[config.mk]
export PLATFORM = sky130hd
export DESIGN_NAME = risc_v_mike_data_memory_bus
export DESIGN_NICKNAME = d
export VERILOG_FILES = /design/src/rtl/risc_v_mike_pkg.sv /design/src/rtl/risc_v_mike_dmem_lane_align.sv /design/src/rtl/risc_v_mike_data_memory_bus.sv
export SDC_FILE = /design/constraint.sdc
export NUM_CORES = 2
export LEC_CHECK = 0
export ABC_AREA = 1
export CORE_ASPECT_RATIO = 1.25
export CORE_MARGIN = 2
export CORE_UTILIZATION = 58
export DETAILED_ROUTE_END_ITERATION = 8
export MAX_ROUTING_LAYER = met4
export PLACE_DENSITY = 0.72
export SLEW_MARGIN = 30
export SYNTH_ARGS = -nofsm -noshare
export SYNTH_HDL_FRONTEND = slang
export SYNTH_HIERARCHICAL = 1
export SYNTH_SLANG_ARGS = --single-unit
[constraint.sdc]
create_clock -name clk -period 3.17 [get_ports clk]
set_input_delay 0.634 -clock clk [delete_from_list [all_inputs] [get_ports clk]]
set_output_delay 0.634 -clock clk [all_outputs]
set_load 0.02 [all_outputs]
[src/rtl/risc_v_mike_pkg.sv]
// +--------------------------------------------------------------------------+
// | risc_v_mike_pkg                                                          |
// | Shared types and constants for the RISC-V Mike data memory.              |
// | Rev 2.0 - load/store sizing, valid/ready data memory bus                 |
// +--------------------------------------------------------------------------+
`default_nettype none

package risc_v_mike_pkg;

  localparam int DATA_32_W           = 32;
  localparam int DMEM_BYTES_PER_WORD = 4;

  // RV32 funct3 codes for loads/stores; the unsigned forms are load-only
  typedef enum logic [2:0] {
    DMEM_LB  = 3'b000,
    DMEM_LH  = 3'b001,
    DMEM_LW  = 3'b010,
    DMEM_LBU = 3'b100,
    DMEM_LHU = 3'b101
  } dmem_size_e;

  typedef enum logic [0:0] {
    DMEM_IDLE = 1'b0,
    DMEM_RESP = 1'b1
  } dmem_state_e;

endpackage

`default_nettype wire

[src/rtl/risc_v_mike_dmem_lane_align.sv]
// +--------------------------------------------------------------------------+
// | risc_v_mike_dmem_lane_align                                              |
// | Combinational byte-lane steering for stores and extension for loads.     |
// | Rev 2.0 - initial sized-access version                                   |
// +--------------------------------------------------------------------------+
`default_nettype none

module risc_v_mike_dmem_lane_align
  import risc_v_mike_pkg::*;
(
  input  logic [2:0]           funct3,
  input  logic                 write,
  input  logic [1:0]           lane,
  input  logic [DATA_32_W-1:0] wdata,
  input  logic [DATA_32_W-1:0] rword,
  output logic [3:0]           be,
  output logic [DATA_32_W-1:0] wdata_pos,
  output logic [DATA_32_W-1:0] rdata,
  output logic                 misalign,
  output logic                 illegal
);

  logic [7:0]  w_byte;
  logic [15:0] w_half;

  // Halves and words ignore the low lane bits, so a misaligned access lands
  // on the naturally aligned container; the top decides if that is an error.
  always_comb begin
    be        = 4'b0000;
    wdata_pos = wdata;
    rdata     = '0;
    misalign  = 1'b0;
    illegal   = 1'b0;
    w_byte    = rword[{lane, 3'b000} +: 8];
    w_half    = lane[1] ? rword[31:16] : rword[15:0];
    case (dmem_size_e'(funct3))
      DMEM_LB, DMEM_LBU: begin
        illegal   = write & funct3[2];
        be        = 4'b0001 << lane;
        wdata_pos = {4{wdata[7:0]}};
        rdata     = {{24{w_byte[7] & ~funct3[2]}}, w_byte};
      end
      DMEM_LH, DMEM_LHU: begin
        illegal   = write & funct3[2];
        misalign  = lane[0];
        be        = lane[1] ? 4'b1100 : 4'b0011;
        wdata_pos = {2{wdata[15:0]}};
        rdata     = {{16{w_half[15] & ~funct3[2]}}, w_half};
      end
      DMEM_LW: begin
        misalign  = |lane;
        be        = 4'b1111;
        rdata     = rword;
      end
      default: begin
        illegal   = 1'b1;
      end
    endcase
  end

endmodule

`default_nettype wire

[src/rtl/risc_v_mike_data_memory_bus.sv]
// +--------------------------------------------------------------------------+
// | risc_v_mike_data_memory_bus                                              |
// | Byte-addressed data memory with valid/ready request and registered       |
// | response. Define RISC_V_MIKE_DMEM_MISALIGN_ERR_EN to flag misaligned     |
// | half/word accesses as errors instead of silently aligning them.          |
// | Rev 2.0 - replaces the combinational-read word memory                    |
// +--------------------------------------------------------------------------+
`default_nettype none

module risc_v_mike_data_memory_bus
  import risc_v_mike_pkg::*;
#(
  parameter int                   DATA_MEM_DEPTH = 64,
  parameter logic [DATA_32_W-1:0] BASE_ADDR      = 32'h0000_0000
) (
  input  logic                 clk,
  input  logic                 rst,
  input  logic                 req_valid,
  output logic                 req_ready,
  input  logic [DATA_32_W-1:0] req_addr,
  input  logic                 req_write,
  input  logic [2:0]           req_funct3,
  input  logic [DATA_32_W-1:0] req_wdata,
  output logic                 rsp_valid,
  input  logic                 rsp_ready,
  output logic [DATA_32_W-1:0] rsp_rdata,
  output logic                 rsp_err
);

  localparam int                   c_WORD_IDX_W = $clog2(DATA_MEM_DEPTH);
  localparam logic [DATA_32_W-1:0] c_MEM_BYTES  =
    DATA_32_W'(DATA_MEM_DEPTH * DMEM_BYTES_PER_WORD);

`ifdef RISC_V_MIKE_DMEM_MISALIGN_ERR_EN
  localparam logic c_MISALIGN_ERR = 1'b1;
`else
  localparam logic c_MISALIGN_ERR = 1'b0;
`endif

  dmem_state_e          r_state;
  logic [DATA_32_W-1:0] r_rsp_rdata;
  logic                 r_rsp_err;
  logic [DATA_32_W-1:0] r_mem [DATA_MEM_DEPTH];

  logic [DATA_32_W-1:0]    w_off;
  logic                    w_in_range;
  logic [c_WORD_IDX_W-1:0] w_word_idx;
  logic [3:0]              w_be;
  logic [DATA_32_W-1:0]    w_wdata_pos;
  logic [DATA_32_W-1:0]    w_rdata_ext;
  logic                    w_misalign;
  logic                    w_illegal;
  logic                    w_err;
  logic                    w_accept;
  logic                    w_store;

  assign w_off      = req_addr - BASE_ADDR;
  assign w_in_range = (req_addr >= BASE_ADDR) && (w_off < c_MEM_BYTES);
  assign w_word_idx = w_off[c_WORD_IDX_W+1:2];

  risc_v_mike_dmem_lane_align u_lane_align (
    .funct3    (req_funct3),
    .write     (req_write),
    .lane      (w_off[1:0]),
    .wdata     (req_wdata),
    .rword     (r_mem[w_word_idx]),
    .be        (w_be),
    .wdata_pos (w_wdata_pos),
    .rdata     (w_rdata_ext),
    .misalign  (w_misalign),
    .illegal   (w_illegal)
  );

  assign w_err     = ~w_in_range | w_illegal | (c_MISALIGN_ERR & w_misalign);
  assign req_ready = (r_state == DMEM_IDLE) | rsp_ready;
  assign w_accept  = req_valid & req_ready;
  assign w_store   = w_accept & req_write & ~w_err;

  // Array is intentionally unreset; a load the cycle after a store sees the
  // new data because the write lands on the accepting edge.
  always_ff @(posedge clk) begin
    if (w_store) begin
      for (int b = 0; b < DMEM_BYTES_PER_WORD; b++) begin
        if (w_be[b]) begin
          r_mem[w_word_idx][8*b +: 8] <= w_wdata_pos[8*b +: 8];
        end
      end
    end
  end

  always_ff @(posedge clk or negedge rst) begin
    if (!rst) begin
      r_state     <= DMEM_IDLE;
      r_rsp_rdata <= '0;
      r_rsp_err   <= 1'b0;
    end else if (w_accept) begin
      r_state     <= DMEM_RESP;
      r_rsp_rdata <= (w_err | req_write) ? '0 : w_rdata_ext;
      r_rsp_err   <= w_err;
    end else if ((r_state == DMEM_RESP) && rsp_ready) begin
      r_state     <= DMEM_IDLE;
    end
  end

  assign rsp_valid = (r_state == DMEM_RESP);
  assign rsp_rdata = r_rsp_rdata;
  assign rsp_err   = r_rsp_err;

endmodule

`default_nettype wire

==> flow_results.xml <==
<?xml version="1.0" encoding="UTF-8"?>
<metrics>
  <group name="outcome">
    <metric name="run_status" unit="">finished, final reports clean</metric>
  </group>
  <group name="power_and_ir_drop">
    <metric name="pwr_density_cell" unit="nW/µm²">561</metric>
    <metric name="power.static_leakage" unit="nW">45.8</metric>
    <metric name="finalPower" unit="mW">59.6</metric>
    <metric name="vdd_drop_max" unit="µV">599</metric>
  </group>
  <group name="routing">
    <metric name="number_of_drc_markers_after_the_initial_detailed_route_iteration" unit="">8745</metric>
    <metric name="wl_per_cell" unit="µm">22.5</metric>
    <metric name="tritonroute_pass_1_iters" unit="">6</metric>
    <metric name="detail_route.wirelength" unit="µm">271000</metric>
    <metric name="post-route-drc-count" unit="">0</metric>
    <metric name="overall_via_count_from_detail_route" unit="">67400</metric>
    <metric name="post_drt_via_cell_ratio" unit="">5.58</metric>
    <metric name="drtAntennaViolNets" unit="">0</metric>
  </group>
  <group name="global_route">
    <metric name="track_usage" unit="%">35.3</metric>
    <metric name="grt_start_max_net_pins" unit="">93</metric>
    <metric name="grt_pass1_vias" unit="">65500</metric>
    <metric name="grt_pass1_wl" unit="µm">399000</metric>
    <metric name="antenna_found_initial" unit="">23</metric>
    <metric name="globalRoute.totalOverflow" unit="">0</metric>
  </group>
  <group name="worst_setup_path">
    <metric name="crit_path_cell_trace" unit="">clkdlybuf4s50_1</metric>
    <metric name="worst_path_dominant_cell_family" unit="">buffers and inverters</metric>
    <metric name="critical_path.n_buffers_inverters" unit="">1</metric>
    <metric name="critical_path_source" unit="">rsp_rdata[1]</metric>
    <metric name="timing.critical_path.slowest_cell_delay" unit="ps">720</metric>
    <metric name="cp_startpoint_kind" unit="">flop</metric>
    <metric name="critical_path.max_fanout" unit="">3</metric>
    <metric name="crit-reg2reg-launch" unit="">r_mem[1][7]</metric>
    <metric name="critPathCaptureType" unit="">output port</metric>
    <metric name="critical_path.slowest_cell" unit="">sky130_fd_sc_hd__clkdlybuf4s50_1</metric>
    <metric name="required" unit="ps">2540</metric>
    <metric name="setup.worst_path.class" unit="">flop to output port</metric>
    <metric name="cp_data_arrival_time" unit="ps">2170</metric>
  </group>
  <group name="die">
    <metric name="std_cell_rows" unit="">161</metric>
    <metric name="start_util" unit="%">58.5</metric>
    <metric name="die_h" unit="µm">445</metric>
    <metric name="die_w" unit="µm">357</metric>
    <metric name="num_io_pins" unit="">107</metric>
    <metric name="design.die.area" unit="µm²">159000</metric>
    <metric name="design.core.area" unit="µm²">154000</metric>
  </group>
  <group name="clock_network">
    <metric name="cts_tree" unit="">built</metric>
    <metric name="clock_tree.htree_level_count" unit="">4</metric>
    <metric name="cts_post_setup_buffers_inserted" unit="">0</metric>
    <metric name="source_to_sink_clock_delay_at_the_later_pin_of_the_worst_skew_pair" unit="ps">860</metric>
    <metric name="cts_hold_buffers" unit="">1</metric>
    <metric name="cts.sink_count" unit="">2082</metric>
    <metric name="cts_buffer_depth" unit="">3</metric>
    <metric name="tritoncts.num_buffers" unit="">192</metric>
    <metric name="cts.clk_slew.worst_paths" unit="ps">70</metric>
    <metric name="cts.repair.resized" unit="">0</metric>
    <metric name="clockRootBuffer" unit="">sky130_fd_sc_hd__clkbuf_16</metric>
  </group>
  <group name="timing">
    <metric name="worst_slew_margin_rel" unit="%">28.9</metric>
    <metric name="grt_setup_unrepaired" unit="">no</metric>
    <metric name="timing.final.hold_violations" unit="">0</metric>
    <metric name="clock-skew-final" unit="ps">45.6</metric>
    <metric name="period_minus_slack" unit="ps">2810</metric>
    <metric name="setup_violations" unit="">0</metric>
    <metric name="fmaxAchievable" unit="MHz">356</metric>
    <metric name="worstMarginPinSlew" unit="ps">1060</metric>
    <metric name="timing.final.crit_share" unit="%">88.5</metric>
    <metric name="whs" unit="ps">104</metric>
    <metric name="finalMaxSlewViolations" unit="">0</metric>
  </group>
  <group name="layout">
    <metric name="layoutNonFillerInstCount" unit="">12100</metric>
    <metric name="design.final.nets" unit="">9926</metric>
    <metric name="area_growth_syn_to_layout" unit="%">17.9</metric>
    <metric name="fin_util" unit="%">69.0</metric>
    <metric name="drive_above_1_share" unit="%">11.9</metric>
  </group>
  <group name="hold_path">
    <metric name="hold_path.startpoint" unit="">req_wdata[1]</metric>
    <metric name="worstHoldPathType" unit="">input pin to flop</metric>
  </group>
  <group name="synth">
    <metric name="postSynthAreaPerCell" unit="µm²">9.77</metric>
    <metric name="synth_warnings" unit="">6</metric>
    <metric name="synthesis.instances" unit="">9222</metric>
    <metric name="synthesis.area" unit="µm²">90100</metric>
    <metric name="postSynthNetCount" unit="">9294</metric>
  </group>
  <group name="placed_design">
    <metric name="place_congestion" unit="">1.02</metric>
    <metric name="hpwl" unit="µm">184000</metric>
    <metric name="place_inst" unit="">11700</metric>
    <metric name="placement.io_buffers" unit="">106</metric>
  </group>
  <group name="job">
    <metric name="drv_cap" unit="">0</metric>
  </group>
</metrics>
[placed cells by master, fill, tap and decap left out, types with 13 or more instances in the layout]
| master | count |
|---|---|
| sky130_fd_sc_hd__clkbuf_16 | 193 |
| sky130_fd_sc_hd__o211ai_1 | 13 |
| sky130_fd_sc_hd__clkbuf_1 | 24 |
| sky130_fd_sc_hd__bufinv_16 | 33 |
| sky130_fd_sc_hd__nand3_1 | 46 |
| sky130_fd_sc_hd__diode_2 | 24 |
| sky130_fd_sc_hd__buf_4 | 673 |
| sky130_fd_sc_hd__clkinv_1 | 39 |
| sky130_fd_sc_hd__buf_12 | 148 |
| sky130_fd_sc_hd__clkdlybuf4s50_1 | 94 |
| sky130_fd_sc_hd__nand2_1 | 6057 |
| sky130_fd_sc_hd__nor2_1 | 340 |
| sky130_fd_sc_hd__dfrtp_1 | 34 |
| sky130_fd_sc_hd__edfxtp_1 | 2048 |
| sky130_fd_sc_hd__inv_1 | 77 |
| sky130_fd_sc_hd__o21ai_0 | 38 |
| sky130_fd_sc_hd__clkinv_2 | 32 |
[registers in the layout, summed over array words and instances, names as in the netlist]
| register | cells |
|---|---|
| rsp_rdata | 32 |
| r_mem | 2048 |
| rsp_err | 1 |
| rsp_valid | 1 |
[cell type report]
class | count | area [µm²]
Tap cell | 2037 | 2550
Clock buffer | 221 | 4970
Timing Repair Buffer | 929 | 9080
Sequential cell | 2082 | 62300
Multi-Input combinational cell | 6561 | 25200
Fill cell | 11100 | 47800
Clock inverter | 137 | 1700
Antenna cell | 24 | 60.1
Inverter | 88 | 378
[path summary, 6_finish.rpt]
check                           depth (start not counted)             to  slack, ps
max in group asynchronous                               2  rsp_rdata[19]       2090
min in group asynchronous                               2  rsp_rdata[27]        480
worst min-delay path                                    1   r_mem[35][1]        100
worst max register to register                         20  rsp_rdata[19]        760
worst min register to register                          2   rsp_rdata[7]        490
worst max-delay path                                    1   rsp_rdata[1]        360
[report_power, final]
group,switching (mW),internal (mW)
clock network,10.4,14.0
registers,0.000681,30.4
logic,3.40,1.45
[layer usage]
| metal | track usage (%) | wire length, µm | vias up |
|---|---|---|---|
| met5 | - | 0 | - |
| met4 | 22.3 | 19400 | 0 |
| met3 | 6.96 | 28400 | 834 |
| met2 | 53.4 | 124000 | 3869 |
| met1 | 44.0 | 99200 | 31800 |
| li1 | - | - | 30900 |
[through the flow]
stage	setup slack, ps	instance area, µm²	setup TNS (ps)
CTS	359	106000	0
detailed placement	-331	99500	-71370
global route	359	106000	0
global placement	-357	99500	-25560
finish	363	106000	0
floorplan	-1040	90100	-593860
(Power assumes the default switching activity.)
